### src/rtl/filter_channel_scheduler.sv
// Shares one filter core among NUM_CH AXI-Stream channels.
// The arbiter is round-robin and issues at most one sample per cycle.
// An in-order tag FIFO records which channel owns each sample inside the filter.
// Each filter result is steered back to that channel's output lane.
module filter_channel_scheduler #(
    parameter int NUM_CH       = 4,
    parameter int DATA_W       = 32,
    parameter int MAX_INFLIGHT = 16
) (
    input  logic                       aclk,
    input  logic                       aresetn,
    input  logic [NUM_CH-1:0]          ch_enable,
    input  logic                       drain_req,
    output logic                       busy,
    output logic                       drain_done,
    output logic                       err_spurious,
    output logic [$clog2(MAX_INFLIGHT):0] inflight,
    input  logic [NUM_CH-1:0]          s_axis_tvalid,
    output logic [NUM_CH-1:0]          s_axis_tready,
    input  logic [NUM_CH*DATA_W-1:0]   s_axis_tdata,
    output logic                       f_tvalid,
    output logic [DATA_W-1:0]          f_tdata,
    input  logic                       f_res_tvalid,
    input  logic [DATA_W-1:0]          f_res_tdata,
    output logic [NUM_CH-1:0]          m_axis_tvalid,
    output logic [NUM_CH*DATA_W-1:0]   m_axis_tdata
);

    localparam int TAG_W = $clog2(NUM_CH);
    localparam int AW    = $clog2(MAX_INFLIGHT);
    localparam int CNT_W = AW + 1;

    typedef enum logic [1:0] {
        ST_IDLE,
        ST_RUN,
        ST_DRAIN
    } state_t;

    state_t                 state_q, state_d;
    logic [TAG_W-1:0]       rr_q, rr_d;
    logic [AW-1:0]          wr_ptr_q, wr_ptr_d;
    logic [AW-1:0]          rd_ptr_q, rd_ptr_d;
    logic [CNT_W-1:0]       inflight_q, inflight_d;
    logic                   f_tvalid_q, f_tvalid_d;
    logic [DATA_W-1:0]      f_tdata_q, f_tdata_d;
    logic                   err_q, err_d;
    logic [NUM_CH-1:0]      m_tvalid_q, m_tvalid_d;
    logic [NUM_CH*DATA_W-1:0] m_tdata_q, m_tdata_d;

    logic [TAG_W-1:0]       tag_mem [MAX_INFLIGHT];

    logic [NUM_CH-1:0]      eligible;
    logic [NUM_CH-1:0]      grant;
    logic [TAG_W-1:0]       grant_idx;
    logic                   can_issue;
    logic                   hs;
    logic                   pop;
    logic [TAG_W-1:0]       pop_tag;
    int                     sel;

    // Next-state logic: IDLE -> RUN -> DRAIN -> IDLE, with the drain_done pulse on the exit from DRAIN
    always_comb begin
        // NOTE: every signal driven here gets a default first, so no path can infer a latch.
        state_d    = state_q;
        drain_done = 1'b0;
        case (state_q)
            ST_IDLE:  if (|ch_enable && !drain_req) state_d = ST_RUN;
            ST_RUN:   if (drain_req || ch_enable == '0) state_d = ST_DRAIN;
            ST_DRAIN: begin
                if (inflight_q == '0 && !f_tvalid_q) begin
                    state_d    = ST_IDLE;
                    drain_done = 1'b1;
                end
            end
            default:  state_d = ST_IDLE;
        endcase
    end

    // Round-robin grant: the first eligible channel at or after rr_q wins; the grant is withheld while stopping or full
    always_comb begin
        eligible  = ch_enable & s_axis_tvalid;
        can_issue = (state_q == ST_RUN) && !drain_req && (inflight_q < CNT_W'(MAX_INFLIGHT));
        grant     = '0;
        grant_idx = '0;
        hs        = 1'b0;
        sel       = 0;
        if (can_issue) begin
            for (int k = 0; k < NUM_CH; k++) begin
                sel = (int'(rr_q) + k) % NUM_CH;
                if (!hs && eligible[sel]) begin
                    hs        = 1'b1;
                    grant[sel] = 1'b1;
                    grant_idx = TAG_W'(sel);
                end
            end
        end
    end

    // Datapath next values: issue register, tag FIFO pointers, inflight count, and result routing
    always_comb begin
        pop     = f_res_tvalid && (inflight_q != '0);
        pop_tag = tag_mem[rd_ptr_q];

        rr_d       = hs ? TAG_W'((int'(grant_idx) + 1) % NUM_CH) : rr_q;
        wr_ptr_d   = hs  ? wr_ptr_q + AW'(1) : wr_ptr_q;
        rd_ptr_d   = pop ? rd_ptr_q + AW'(1) : rd_ptr_q;

        inflight_d = inflight_q;
        case ({hs, pop})
            2'b10:   inflight_d = inflight_q + CNT_W'(1);
            2'b01:   inflight_d = inflight_q - CNT_W'(1);
            default: inflight_d = inflight_q;
        endcase

        f_tvalid_d = hs;
        f_tdata_d  = hs ? s_axis_tdata[grant_idx*DATA_W +: DATA_W] : f_tdata_q;

        // A result that arrives with no outstanding tag has no owner; it is flagged and dropped
        err_d = err_q | (f_res_tvalid && (inflight_q == '0));

        m_tvalid_d = '0;
        m_tdata_d  = m_tdata_q;
        if (pop) begin
            m_tvalid_d[pop_tag]                  = 1'b1;
            m_tdata_d[pop_tag*DATA_W +: DATA_W]  = f_res_tdata;
        end
    end

    // Tag storage: written on every handshake at the write pointer
    // NOTE: the storage array has no reset; the pointers and the count alone define which entries are valid.
    always_ff @(posedge aclk) begin
        if (hs) tag_mem[wr_ptr_q] <= grant_idx;
    end

    // State registers with asynchronous reset
    always_ff @(posedge aclk or negedge aresetn) begin
        // NOTE: non-blocking assignments let every flop sample the pre-edge values, whatever the statement order.
        if (!aresetn) begin
            state_q    <= ST_IDLE;
            rr_q       <= '0;
            wr_ptr_q   <= '0;
            rd_ptr_q   <= '0;
            inflight_q <= '0;
            f_tvalid_q <= 1'b0;
            f_tdata_q  <= '0;
            err_q      <= 1'b0;
            m_tvalid_q <= '0;
            m_tdata_q  <= '0;
        end else begin
            state_q    <= state_d;
            rr_q       <= rr_d;
            wr_ptr_q   <= wr_ptr_d;
            rd_ptr_q   <= rd_ptr_d;
            inflight_q <= inflight_d;
            f_tvalid_q <= f_tvalid_d;
            f_tdata_q  <= f_tdata_d;
            err_q      <= err_d;
            m_tvalid_q <= m_tvalid_d;
            m_tdata_q  <= m_tdata_d;
        end
    end

    assign busy          = (state_q != ST_IDLE);
    assign err_spurious  = err_q;
    assign inflight      = inflight_q;
    assign s_axis_tready = grant;
    assign f_tvalid      = f_tvalid_q;
    assign f_tdata       = f_tdata_q;
    assign m_axis_tvalid = m_tvalid_q;
    assign m_axis_tdata  = m_tdata_q;

endmodule

### config.mk
export PLATFORM = sky130hd
export DESIGN_NAME = filter_channel_scheduler
export DESIGN_NICKNAME = d
export VERILOG_FILES = /design/src/rtl/filter_channel_scheduler.sv
export SDC_FILE = /design/constraint.sdc
export NUM_CORES = 1
export LEC_CHECK = 0
export ABC_AREA = 1
export BUFFER_PORTS_ARGS = -buffer_cell sky130_fd_sc_hd__buf_2
export CORE_UTILIZATION = 52
export CTS_CLUSTER_DIAMETER = 80
export CTS_CLUSTER_SIZE = 24
export DETAILED_ROUTE_END_ITERATION = 7
export GPL_TIMING_DRIVEN = 0
export MAX_ROUTING_LAYER = met4
export PLACE_DENSITY = 0.78
export RECOVER_POWER = 25
export SETUP_SLACK_MARGIN = 0.3
export SKIP_LAST_GASP = 1
export SYNTH_ARGS = -nofsm -noshare
export SYNTH_HDL_FRONTEND = slang
export SYNTH_SLANG_ARGS = --single-unit
### constraint.sdc
create_clock -name aclk -period 4.5 [get_ports aclk]
set_clock_uncertainty 0.1 [all_clocks]
set_input_delay 0 -clock aclk [delete_from_list [all_inputs] [get_ports aclk]]
set_output_delay 0 -clock aclk [all_outputs]
set_load 0.1 [all_outputs]
== Word level (Yosys, flattened, before mapping) ==
Memories as Yosys holds them, arrays and structs flattened.
Index checks and enable logic that the tools add are counted.

* Add/subtract/negate cells: 9
* Multipliers: 0
* Div/mod/pow operators: 0
* Magnitude comparators: 11
* Equality and inequality tests: 7
* Shift-type cells: 3
* Mux-type cells: 53
* Bitwise operators: 8
* Reduce and logical (&&, ||, !) cells: 31

{| class="wikitable"
|+ Operators with widths
! operator !! number
|-
| $bwmux W128 || 1
|-
| $shift A32 B34 Y128 const A || 1
|-
| $shiftx A128 B8 Y32 || 1
|-
| $shiftx A32 B34 Y128 || 1
|-
| $mux W4 || 9
|-
| $neg A7 Y34 || 1
|-
| $mux W1 || 24
|-
| $mux W2 || 8
|-
| $logic_and A1 B1 Y1 || 14
|-
| $lt A3 B4 Y1 const B || 3
|-
| $or A4 B4 Y4 || 3
|-
| $demux W1 S2 || 5
|-
| $pmux W5 S2 || 1
|-
| $ge A3 B1 Y1 const B || 3
|-
| $add A4 B1 Y4 const B || 2
|-
| $bmux W1 S2 || 4
|-
| $lt A2 B3 Y1 const B || 2
|-
| $ne A2 B2 Y1 const B || 3
|-
| $pmux W2 S3 || 1
|-
| $reduce_or A2 Y1 || 3
|-
| $add A5 B1 Y5 const B || 1
|-
| $logic_not A1 Y1 || 5
|-
| $logic_not A5 Y1 || 1
|-
| $lt A5 B5 Y1 const B || 1
|-
| other kinds (16) || 24
|}

* Register bits: 183
* Bits in latches: 0
* RAM bits: 32
* ROM bits: 0
* Word-level logic and storage cells: 133
* Memories: 1

{| class="wikitable"
|+ Memory list
! name !! depth !! bits a word !! read ports !! clocked after memory_dff !! write ports !! RTL line !! text
|-
| tag_mem || 16 || 2 || 1 || 0 || 1 || 50 || <nowiki>logic [TAG_W-1:0] tag_mem [MAX_INFLIGHT];</nowiki>
|}

== Longest topological paths before layout ==
Gate-level depths: netlist of run 1.

* Depth in word-level cells: 19
* Gate-level depth with buffers: 21
* Mapped depth without buffers: 19

== Least setup slack after synthesis of run 1 ==
OpenSTA, ideal clock, no wires.

* Path kind: flip-flop to output port
* Start point: register inflight_q[0], in the netlist inflight[0]
* End point: output drain_done
* Arrival time: 4.048 ns
* Path slack: 0.352 ns
* Cell stages (with the launch flop): 4
* Cell sequence: dfrtp_1 nor3_1 nand3_1 nor4_1

* Word-level cells in the longest chain between the ends: 4

{| class="wikitable"
|+ RTL lines
! item !! RTL line !! text
|-
| start: declaration || 43 || <nowiki>logic [CNT_W-1:0] inflight_q, inflight_d;</nowiki>
|-
| start signal: assignment || 154 || <nowiki>inflight_q <= inflight_d;</nowiki>
|-
| $logic_not A5 Y1 || 70 || <nowiki>if (inflight_q == '0 && !f_tvalid_q) begin</nowiki>
|-
| $logic_and A1 B1 Y1 || 70 ||
|-
| $mux W1 || 70 ||
|-
| $mux W1 || 66 || <nowiki>case (state_q)</nowiki>
|-
| end: declaration || 15 || <nowiki>output logic drain_done,</nowiki>
|}

Every way passes these cells.

== Worst setup path after layout of run 1 ==
* Start point: register rr_q[0]
* End point: register f_tdata_q[16], in the netlist f_tdata[16]

* Word-level cells in the longest chain between the ends: 17
* Elaborated cells on any way between the ends: 34
* Those cells by class: 3 x add/sub; 1 x shift; 24 x mux; 6 x reduce/logical

{| class="wikitable"
|+ RTL lines
! item !! RTL line !! text
|-
| start: declaration || 40 || <nowiki>logic [TAG_W-1:0] rr_q, rr_d;</nowiki>
|-
| start signal: assignment || 151 || <nowiki>rr_q <= rr_d;</nowiki>
|-
| branches (longest 17 deep; another with $add A2 B1 Y2) || -- ||
|-
| end signal: assignment || 156 || <nowiki>f_tdata_q <= f_tdata_d;</nowiki>
|-
| end: declaration || 45 || <nowiki>logic [DATA_W-1:0] f_tdata_q, f_tdata_d;</nowiki>
|}

Several ways; the timed one is not identified. The select of a mux whose other input is x is not followed.
A chain may end at the register's enable or synchronous reset.

==> impl_metrics.env, run 1 <==
export IMPL_clkSinkCount=215
export IMPL_floorplan_rows=53
export IMPL_hold_path_startpoint="f_res_tvalid"
export IMPL_synth_yosys_seq_area_share_pct=50.0
export IMPL_max_slew_margin_rel_pct=-75.3
export IMPL_number_of_flops_mapped_to_enable_cells_by_yosys=32
export IMPL_min_path_cells=4
export IMPL_synth_avg_cell_area_um2=8.04
export IMPL_reg2regPathDepth=16
export IMPL_filler_instances=1687
export IMPL_detail_route_wirelength_met1_um=14800
export IMPL_area_delta_synth_final_pct=35.1
export IMPL_final_hold_worst_slack_ns=0.227
export IMPL_antenna_viol_nets_final=0
export IMPL_cts_tree="done"
export IMPL_r2r_endpoint="f_tdata[16]"
export IMPL_cts_clk_slew_worst_paths_ns=0.10
export IMPL_post_drt_via_cell_ratio=5.54
export IMPL_place_congestion=0.954
export IMPL_synth_fp_nets=1574
export IMPL_final_hold_violation_count=0
export IMPL_critPathTopFamily="buffers and inverters"
export IMPL_dr_wl_met2_um=18800
export IMPL_chipWidth_um=148
export IMPL_highest_layer="met4"
export IMPL_critical_path_n_buffers_inverters=6
export IMPL_cp_cell_sequence="buf_6 > inv_6 > ha_1 > inv_1 > nand3_1 > nand2_2 > nand3_4 > nor2_4 > o21ai_1 > buf_2 > nand3_1 > dlygate4sd3_1 > nand2_1 > dlygate4sd3_1 > nand2_1 > nand2_1"
export IMPL_rsz0062_at_grt="no"
export IMPL_chipHeight_um=148
export IMPL_finish_net_count=2078
export IMPL_max_cap_violations=1
export IMPL_pre_cts_slack_ns=0.286
export IMPL_layout_worst_path_cycle_share_pct=88.9
export IMPL_worstHoldEndpoint="err_spurious"
export IMPL_setup_worst_path_start_class="flip-flop"
export IMPL_detail_route_wl_per_cell_um=17.8
export IMPL_cts_buffers=14
export IMPL_yosys_register_bits=215
export IMPL_violations="max-capacitance violations, max-slew violations"
export IMPL_crit_reg2reg_launch="rr_q[0]"
export IMPL_drv_slew=37
export IMPL_final_setup_viol_count=0
export IMPL_detailedRoute_firstPassIterationCount=5
export IMPL_route_detailed_drc=0
export IMPL_grt_start_max_net_pins=116
export IMPL_post_synth_top_area_fraction_pct=41.3
export IMPL_run_status="finished with violations"
export IMPL_gr_total_overflow=0
export IMPL_synthesis_yosys_warnings=0
export IMPL_insertion_delay_ns=0.47
export IMPL_synth_top_cells_by_area="sky130_fd_sc_hd__dfrtp_1 (41%), sky130_fd_sc_hd__o21ai_0 (12%), sky130_fd_sc_hd__nand3_1 (9.9%), sky130_fd_sc_hd__edfxtp_1 (8.7%), sky130_fd_sc_hd__nand2_1 (8.1%)"
export IMPL_buffer_ports_inserted=348
export IMPL_antenna_violations_before_repair=1
export IMPL_detailedRoute_firstIterationViolations=924
export IMPL_max_clock_freq_ghz=0.250
export IMPL_initial_core_utilization_pct=52.9
export IMPL_grt_pass1_wl_um=59500
export IMPL_register_area_um2=5540
export IMPL_clockRootBuffer="sky130_fd_sc_hd__clkbuf_16"
export IMPL_critPathMaxStageDelay_ns=0.58
export IMPL_crit_path_setup_slack_layout_ns=0.499
export IMPL_worstMarginPinSlew_ns=2.63
export IMPL_routed_wirelength_um=38600
export IMPL_synth_flop_cell="sky130_fd_sc_hd__dfrtp_1"
export IMPL_worst_path_most_repeated_cell="sky130_fd_sc_hd__nand2_1"
export IMPL_critPathSlowestCell="sky130_fd_sc_hd__dlygate4sd3_1"
export IMPL_first_global_vias=11600
export IMPL_synthCells=1378
export IMPL_crit_arrival_ns=4.33
export IMPL_synth_cell_area_um2=11100
export IMPL_hp_class="primary input to flip-flop"
export IMPL_cts_htree_levels=1
export IMPL_fin_crit_ns=4.00
export IMPL_number_of_distinct_library_cells_after_synthesis=36
export IMPL_cts_buffer_depth=3
export IMPL_floorplan_core_area_um2=21000
export IMPL_final_setup_tns_ns=0
export IMPL_criticalPathCategory="flip-flop to flip-flop"
export IMPL_worst_endpoint_required_time_ns=4.83
export IMPL_detailroute_wirelength_met3_um=3120
export IMPL_dp_final_hpwl_um=27000
export IMPL_path_max_fanout=12
export IMPL_synth_async_sr_flop_share_pct=85.1
export IMPL_setup_slack_on_the_worst_flop_to_flop_path_ns=0.50
export IMPL_synth_top_area_cell="sky130_fd_sc_hd__dfrtp_1"
export IMPL_die_outline_area_um2=21900
export IMPL_io_pins=349
export IMPL_fraction_of_layout_cells_with_a_size_suffix_above_1_pct=18.5
export IMPL_multi_input_area_um2=4380
export IMPL_num_vias=12000
export IMPL_track_usage_pct=35.6
export IMPL_endpoint_type_of_the_worst_setup_path="flip-flop"
flip-flops by register name, indices dropped and copies added (netlist names), 4 cells and up:
register / cells
inflight: 5
wr_ptr_q: 4
rd_ptr_q: 4
f_tdata: 32
m_axis_tvalid: 4
tag_mem: 32
m_axis_tdata: 128
area by class of cell:
type / instances / area share, %
tap: 275 / 2.30
clock inverter: 5 / 0.560
clock buffer: 17 / 2.62
sequential: 215 / 37.0
timing repair buffer: 488 / 20.4
antenna: 2 / 0.0334
buffer: 89 / 2.80
multi-input combinational: 876 / 29.2
inverter: 198 / 5.02
cells by family after synthesis:
group | after synthesis | share of synthesized area, %
buf+inv | 287 | 10.5
fa+ha+maj | 24 | 2.71
compound gates | 310 | 14.5
xor+xnor | 10 | 0.790
flops | 215 | 50.0
simple gates | 532 | 21.4
worst min-delay path: stages:
cell and delay, ns:
sky130_fd_sc_hd__dlygate4sd3_1 0.53, sky130_fd_sc_hd__buf_2 0.13, sky130_fd_sc_hd__inv_1 0.04, sky130_fd_sc_hd__o21bai_1 0.06
how the worst max path moves through the flow:
stage                           start     endpoint  depth (start not counted)
after CTS                     rr_q[0]  inflight[4]                         21
after global routing          rr_q[0]  inflight[4]                         21
final                         rr_q[0]  f_tdata[16]                         16
after floorplan           inflight[0]   drain_done                          3
after global placement        aresetn  f_tdata[15]                          1
after detailed placement      rr_q[1]  inflight[4]                         20
synthesized netlist by cell type (5+ instances only):
library cell and n:
sky130_fd_sc_hd__dfrtp_1 183, sky130_fd_sc_hd__o221ai_1 5, sky130_fd_sc_hd__o21ai_0 261, sky130_fd_sc_hd__xor2_1 7, sky130_fd_sc_hd__clkbuf_1 49, sky130_fd_sc_hd__buf_4 11
sky130_fd_sc_hd__o21ai_1 23, sky130_fd_sc_hd__nand3_1 219, sky130_fd_sc_hd__nor2_1 50, sky130_fd_sc_hd__nand2_1 239, sky130_fd_sc_hd__ha_1 24, sky130_fd_sc_hd__a21oi_1 7
sky130_fd_sc_hd__inv_1 192, sky130_fd_sc_hd__buf_2 23, sky130_fd_sc_hd__o211ai_1 5, sky130_fd_sc_hd__edfxtp_1 32, sky130_fd_sc_hd__nand2_2 6
cell usage in the layout (no fill, tap or decap), types with 2 or more instances in the layout:
master / n
sky130_fd_sc_hd__a21oi_1: 7
sky130_fd_sc_hd__a41oi_1: 4
sky130_fd_sc_hd__buf_1: 4
sky130_fd_sc_hd__buf_2: 288
sky130_fd_sc_hd__buf_4: 14
sky130_fd_sc_hd__buf_6: 2
sky130_fd_sc_hd__clkbuf_1: 133
sky130_fd_sc_hd__clkbuf_16: 15
sky130_fd_sc_hd__dfrtp_1: 182
sky130_fd_sc_hd__diode_2: 2
sky130_fd_sc_hd__dlygate4sd3_1: 135
sky130_fd_sc_hd__edfxtp_1: 32
sky130_fd_sc_hd__ha_1: 24
sky130_fd_sc_hd__inv_1: 192
sky130_fd_sc_hd__inv_12: 2
sky130_fd_sc_hd__inv_2: 4
sky130_fd_sc_hd__nand2_1: 238
sky130_fd_sc_hd__nand2_2: 7
sky130_fd_sc_hd__nand2_4: 2
sky130_fd_sc_hd__nand3_1: 219
sky130_fd_sc_hd__nand4_1: 4
sky130_fd_sc_hd__nor2_1: 50
sky130_fd_sc_hd__nor2_4: 3
sky130_fd_sc_hd__nor3_1: 4
sky130_fd_sc_hd__nor4_1: 2
sky130_fd_sc_hd__o211ai_1: 5
sky130_fd_sc_hd__o21ai_0: 261
sky130_fd_sc_hd__o21ai_1: 23
sky130_fd_sc_hd__o21ai_2: 2
sky130_fd_sc_hd__o221ai_1: 5
sky130_fd_sc_hd__xnor2_1: 3
sky130_fd_sc_hd__xor2_1: 7
stage by stage:
step	instances	util [%]	area, um^2
6_report	2165	71.5	15000
5_1_grt	2164	71.5	15000
4_1_cts	2160	71.9	15100
3_5_place_dp	2002	63.0	13200
3_3_place_gp	2001	62.8	13200
2_1_floorplan	1378	-	11100
metal layers:
layer  vias to the layer above  global-route usage (%)
met5                         -                       -
li1                       5515                       -
met3                       136                    4.20
met4                         0                    17.6
met2                       699                    58.8
met1                      5651                    43.3
what timing repair did:
action / 4_1_cts / 5_1_grt
endpoints found under the hold margin: 346 / 0
hold buffers: 136 / 0
setup endpoints to repair: 1 / 1
resized for setup: 1 / 2
setup buffers: 0 / 3
Power of run 1 is left out: the tool's default activity adds up to more than one toggle a clock period on the data nets, which glitch-free logic cannot reach.
==> inputs of run 2 (changes only) <==
Settings changed: CELL_PAD_IN_SITES_DETAIL_PLACEMENT set to 1, CELL_PAD_IN_SITES_GLOBAL_PLACEMENT set to 2, CORE_UTILIZATION 52 to 29.
==> run 2 against run 1 <==
Effect of this change: the run still ends with max-capacitance violations, max-slew violations left; first-iteration DRC count fell by 51%; global-route usage fell by 12 points; register-to-register slack barely moved; critical endpoint is now f_tdata[10]; highest routed layer unchanged.
==> impl_metrics.env, run 2 (synthesis gave the netlist of run 1 again) <==
export IMPL_track_usage_pct=23.3
export IMPL_postPlaceCellArea_um2=13500
export IMPL_most_frequent_standard_cell_in_the_layout_excluding_fill_and_tap_cells="sky130_fd_sc_hd__buf_2"
export IMPL_gr_total_overflow=0
export IMPL_layout_worst_path_cycle_share_pct=88.9
export IMPL_final_setup_viol_count=0
export IMPL_place_congestion=0.878
export IMPL_worst_endpoint_required_time_ns=4.84
export IMPL_max_slew_margin_rel_pct=-68.0
export IMPL_floorplan_core_area_um2=37700
export IMPL_finish_net_count=2076
export IMPL_grt_pass1_wl_um=68800
export IMPL_dp_final_hpwl_um=33400
export IMPL_cts_post_setup_buffers_inserted=0
export IMPL_cts_clk_slew_worst_paths_ns=0.09
export IMPL_hp_class="primary input to flip-flop"
export IMPL_endpoint_type_of_the_worst_setup_path="flip-flop"
export IMPL_grt_start_max_net_pins=94
export IMPL_crit_arrival_ns=4.34
export IMPL_num_vias=11500
export IMPL_die_outline_area_um2=39000
export IMPL_route_detailed_drc=0
export IMPL_path_max_fanout=12
export IMPL_antenna_viol_nets_final=0
export IMPL_critPathMaxStageDelay_ns=0.58
export IMPL_floorplan_rows=71
export IMPL_largest_register_ffs=128
export IMPL_max_clock_freq_ghz=0.250
export IMPL_final_cell_area_um2=15400
export IMPL_detail_route_wl_per_cell_um=18.4
export IMPL_max_cap_violations=1
export IMPL_cts_buffers=17
export IMPL_first_global_vias=12300
export IMPL_io_pins=349
export IMPL_setup_worst_path_start_class="flip-flop"
export IMPL_critPathSlowestCell="sky130_fd_sc_hd__dlygate4sd3_1"
export IMPL_most_common_layout_cells="sky130_fd_sc_hd__buf_2 (367), sky130_fd_sc_hd__o21ai_0 (261), sky130_fd_sc_hd__nand2_1 (238)"
export IMPL_detailedRoute_firstIterationViolations=452
export IMPL_cts_buffer_depth=3
export IMPL_cts_tree="done"
export IMPL_initial_core_utilization_pct=29.4
export IMPL_worstMarginPinSlew_ns=2.52
export IMPL_run_status="finished with violations"
export IMPL_cp_cell_sequence="buf_6 > inv_6 > ha_2 > inv_1 > nand3_1 > nand2_2 > nand3_4 > nor2_4 > o21ai_1 > buf_2 > nand3_1 > dlygate4sd3_1 > nand2_1 > dlygate4sd3_1 > nand2_1 > nand2_1"
export IMPL_filler_instances=4730
export IMPL_setup_slack_on_the_worst_flop_to_flop_path_ns=0.50
export IMPL_fin_crit_ns=4.00
export IMPL_cts_htree_levels=1
export IMPL_insertion_delay_ns=0.50
export IMPL_rsz0062_at_grt="yes"
export IMPL_detailedRoute_firstPassIterationCount=4
export IMPL_drv_slew=94
export IMPL_area_delta_synth_final_pct=39.2
export IMPL_final_hold_violation_count=0
export IMPL_routed_wirelength_um=44200
export IMPL_clockRootBuffer="sky130_fd_sc_hd__clkbuf_16"
export IMPL_fraction_of_layout_cells_with_a_size_suffix_above_1_pct=23.3
export IMPL_chipHeight_um=198
export IMPL_clkSinkCount=215
export IMPL_worst_path_most_repeated_cell="sky130_fd_sc_hd__nand2_1"
export IMPL_violations="max-capacitance violations, max-slew violations"
export IMPL_post_drt_via_cell_ratio=4.77
export IMPL_criticalPathCategory="flip-flop to flip-flop"
export IMPL_antenna_violations_before_repair=7
export IMPL_chipWidth_um=198
export IMPL_buffer_ports_inserted=348
[run 2: changes by cell type in the layout (fill, tap and decap cells not counted), sizes merged]
| cell | delta |
|---|---|
| dlygate4sd3 | -1 |
| inv | +5 |
| buf | +75 |
| bufinv | -1 |
| clkinv | +1 |
| clkbuf | -78 |
| clkinvlp | -1 |
| diode | +5 |
[run 2: area by class of cell]
type,instances,area [um^2],share of cell area [%]
Antenna cell,7,17.5,0.114
Buffer,89,429,2.78
Clock buffer,18,439,2.85
Clock inverter,9,133,0.860
Inverter,198,749,4.86
Multi-Input combinational cell,876,4390,28.4
Sequential cell,215,5540,35.9
Tap cell,511,639,4.14
Timing Repair Buffer,483,3090,20.0
[run 2: per-stage QoR]
stage / TNS [ns] / cells / setup slack (ns) / utilization (%) / hold WS, ns
after CTS: 0 / 2399 / 0.365 / 40.9 / 0.0549
after global placement: -3.03 / 2237 / -0.0475 / 35.7 / 0.0931
after global routing: 0 / 2406 / 0.283 / 41.0 / 0.254
after detailed placement: 0 / 2238 / 0.186 / 35.8 / 0.00973
final: 0 / 2406 / 0.500 / 41.0 / 0.211
after floorplan: 0 / 1378 / 0.352 / - / -0.396
[run 2: path summary, 6_finish.rpt]
check,startpoint,endpoint,cells after the start
worst max-delay path,rr_q[0],f_tdata[10],16
worst min-delay path,drain_req,state_q[1],4
worst max register to register,rr_q[0],f_tdata[10],16
worst min register to register,f_tdata[27],f_tdata[27],2
max in group asynchronous,aresetn,f_tdata[22],3
min in group asynchronous,aresetn,m_axis_tdata[26],2
[run 2: timing repair]
item,4_1_cts,5_1_grt
hold endpoints to repair,257,0
gates resized for setup,3,11
setup endpoints to repair,1,29
hold buffers,134,0
[run 2: routing by layer]
| layer | global-route usage (%) | up-vias | share of wire (%) |
|---|---|---|---|
| li1 | - | 5525 | - |
| met1 | 27.9 | 5558 | 43 |
| met2 | 40.2 | 330 | 49 |
| met3 | 4.13 | 55 | 5.6 |
| met4 | 6.17 | 0 | 2.5 |
| met5 | - | - | 0 |
[run 2: critical path: cells and delay by family, from the launching register on]
family	cells	cell delay, ns
AND/OR/NAND/NOR	8	0.75
flip-flops	1	0.45
AO/OA/AOI/OAI	1	0.42
adder cells (fa/ha/maj)	1	0.38
buffers and inverters	6	1.83
Power of run 2 is left out for the same reason.
==> inputs of run 3 (changes only) <==
Settings changed: CORE_ASPECT_RATIO set to 2.
==> run 3 against run 2 <==
Effect of this change: the run still ends with max-capacitance violations, max-slew violations left; count of clock-buffer cells in the layout is 3 lower; cell area is 1.1% lower; die area is 0.12% higher; critical path type unchanged; critical endpoint is now f_tdata[9]; largest cell class unchanged.
==> impl_metrics.env, run 3 (synthesis gave the netlist of run 1 again) <==
export IMPL_setup_worst_path_start_class="flip-flop"
export IMPL_crit_reg2reg_launch="rr_q[0]"
export IMPL_worst_endpoint_required_time_ns=4.80
export IMPL_cts_tree="done"
export IMPL_antenna_viol_nets_final=0
export IMPL_cts_clk_slew_worst_paths_ns=0.10
export IMPL_area_delta_synth_final_pct=37.6
export IMPL_first_global_vias=13000
export IMPL_final_setup_tns_ns=0
export IMPL_max_cap_violations=1
export IMPL_final_setup_viol_count=0
export IMPL_chipHeight_um=278
export IMPL_cts_buffers=15
export IMPL_grt_pass1_wl_um=72100
export IMPL_dp_final_hpwl_um=36300
export IMPL_final_cell_area_um2=15300
export IMPL_insertedDiodeCount=0
export IMPL_track_usage_pct=24.7
export IMPL_crit_arrival_ns=4.33
export IMPL_detailedRoute_firstIterationViolations=306
export IMPL_hp_class="primary input to flip-flop"
export IMPL_cts_htree_levels=1
export IMPL_detail_route_wl_per_cell_um=19.7
export IMPL_most_common_layout_cells="sky130_fd_sc_hd__buf_2 (367), sky130_fd_sc_hd__o21ai_0 (261), sky130_fd_sc_hd__nand2_1 (239)"
export IMPL_path_max_fanout=12
export IMPL_num_vias=11600
export IMPL_violations="max-capacitance violations, max-slew violations"
export IMPL_floorplan_rows=101
export IMPL_gr_total_overflow=0
export IMPL_run_status="finished with violations"
export IMPL_rsz0062_at_grt="yes"
export IMPL_max_clock_freq_ghz=0.248
export IMPL_cp_startpoint="rr_q[0]"
export IMPL_antenna_violations_before_repair=0
export IMPL_route_detailed_drc=0
export IMPL_fraction_of_layout_cells_with_a_size_suffix_above_1_pct=23.0
export IMPL_criticalPathCategory="flip-flop to flip-flop"
export IMPL_clockRootBuffer="sky130_fd_sc_hd__clkbuf_16"
export IMPL_cts_buffer_depth=3
export IMPL_hold_path_startpoint="f_res_tdata[16]"
export IMPL_layout_worst_path_cycle_share_pct=89.5
export IMPL_worstMarginPinSlew_ns=2.28
export IMPL_endpoint_type_of_the_worst_setup_path="flip-flop"
export IMPL_drv_slew=85
export IMPL_die_outline_area_um2=39100
export IMPL_insertion_delay_ns=0.51
export IMPL_io_pins=349
export IMPL_fin_crit_ns=4.03
export IMPL_initial_core_utilization_pct=29.3
export IMPL_clkSinkCount=215
export IMPL_routed_wirelength_um=46200
export IMPL_postPlaceCellArea_um2=13400
export IMPL_chipWidth_um=140
export IMPL_post_drt_via_cell_ratio=4.93
export IMPL_place_congestion=0.869
export IMPL_cts_post_setup_buffers_inserted=0
export IMPL_floorplan_core_area_um2=37800
export IMPL_most_frequent_standard_cell_in_the_layout_excluding_fill_and_tap_cells="sky130_fd_sc_hd__buf_2"
export IMPL_max_slew_margin_rel_pct=-52.1
export IMPL_buffer_ports_inserted=348
export IMPL_largest_register_ffs=128
export IMPL_grt_start_max_net_pins=101
export IMPL_finish_net_count=2075
export IMPL_final_hold_violation_count=0
export IMPL_detailedRoute_firstPassIterationCount=4
## run 3: cell types whose count changed in the layout (fill, tap and decap cells not counted), moves of 2 or more
cell                        delta
sky130_fd_sc_hd__clkbuf_16     -2
sky130_fd_sc_hd__diode_2       -7
sky130_fd_sc_hd__buf_4         -2
sky130_fd_sc_hd__inv_12        -2
## run 3: critical path: stages, from the launching register on
cell and delay (ns):
sky130_fd_sc_hd__dfrtp_2 0.44, sky130_fd_sc_hd__buf_6 0.18, sky130_fd_sc_hd__inv_6 0.07, sky130_fd_sc_hd__ha_2 0.39, sky130_fd_sc_hd__inv_1 0.06, sky130_fd_sc_hd__nand3_1 0.10
sky130_fd_sc_hd__nand2_2 0.10, sky130_fd_sc_hd__nand3_4 0.14, sky130_fd_sc_hd__nor2_4 0.06, sky130_fd_sc_hd__nor2_8 0.18, sky130_fd_sc_hd__buf_1 0.46, sky130_fd_sc_hd__nand3_1 0.18
sky130_fd_sc_hd__nand3_1 0.12, sky130_fd_sc_hd__dlygate4sd3_1 0.55, sky130_fd_sc_hd__nand2_1 0.08, sky130_fd_sc_hd__dlygate4sd3_1 0.58, sky130_fd_sc_hd__nand2_1 0.07, sky130_fd_sc_hd__nand2_1 0.05
## run 3: area by class of cell
cell class,instances,area [um^2]
tap,463,579
multi-input combinational,876,4380
timing repair buffer,484,3100
fill,4679,22500
inverter,198,749
sequential,215,5540
clock buffer,15,375
buffer,89,433
clock inverter,7,93.8
## run 3: metal layers
layer / global-route usage [%] / vias to the layer above / wire (um)
met2: 49.7 / 380 / 26400
met3: 3.82 / 115 / 2390
li1: - / 5500 / -
met1: 21.4 / 5567 / 15000
met4: 12.7 / 0 / 2360
met5: - / - / 0
## run 3: through the flow
stage | util, % | hold slack [ns] | worst slack (ns) | std cells
detailed placement | 35.6 | -0.0269 | 0.148 | 2190
CTS | 40.4 | 0.0150 | 0.338 | 2347
floorplan | - | -0.396 | 0.352 | 1378
finish | 40.4 | 0.221 | 0.473 | 2347
global route | 40.4 | 0.238 | 0.115 | 2347
global placement | 35.5 | 0.0994 | 0.0843 | 2189
## run 3: path summary, 6_finish.rpt
| kind | endpoint | slack, ns | cells past startpoint |
|---|---|---|---|
| max in group asynchronous | m_axis_tdata[69] | 1.12 | 3 |
| max reg2reg | f_tdata[9] | 0.47 | 17 |
| min reg2reg | f_tdata[24] | 0.38 | 2 |
| max | f_tdata[9] | 0.47 | 17 |
| min in group asynchronous | m_axis_tdata[115] | 0.59 | 2 |
| min | m_axis_tdata[16] | 0.22 | 4 |
## run 3: repair_timing
item	4_1_cts	5_1_grt
hold buffers	135	0
endpoints found under the setup margin	1	83
endpoints found under the hold margin	247	0
gates resized for setup	2	12
Power of run 3 is left out for the same reason.
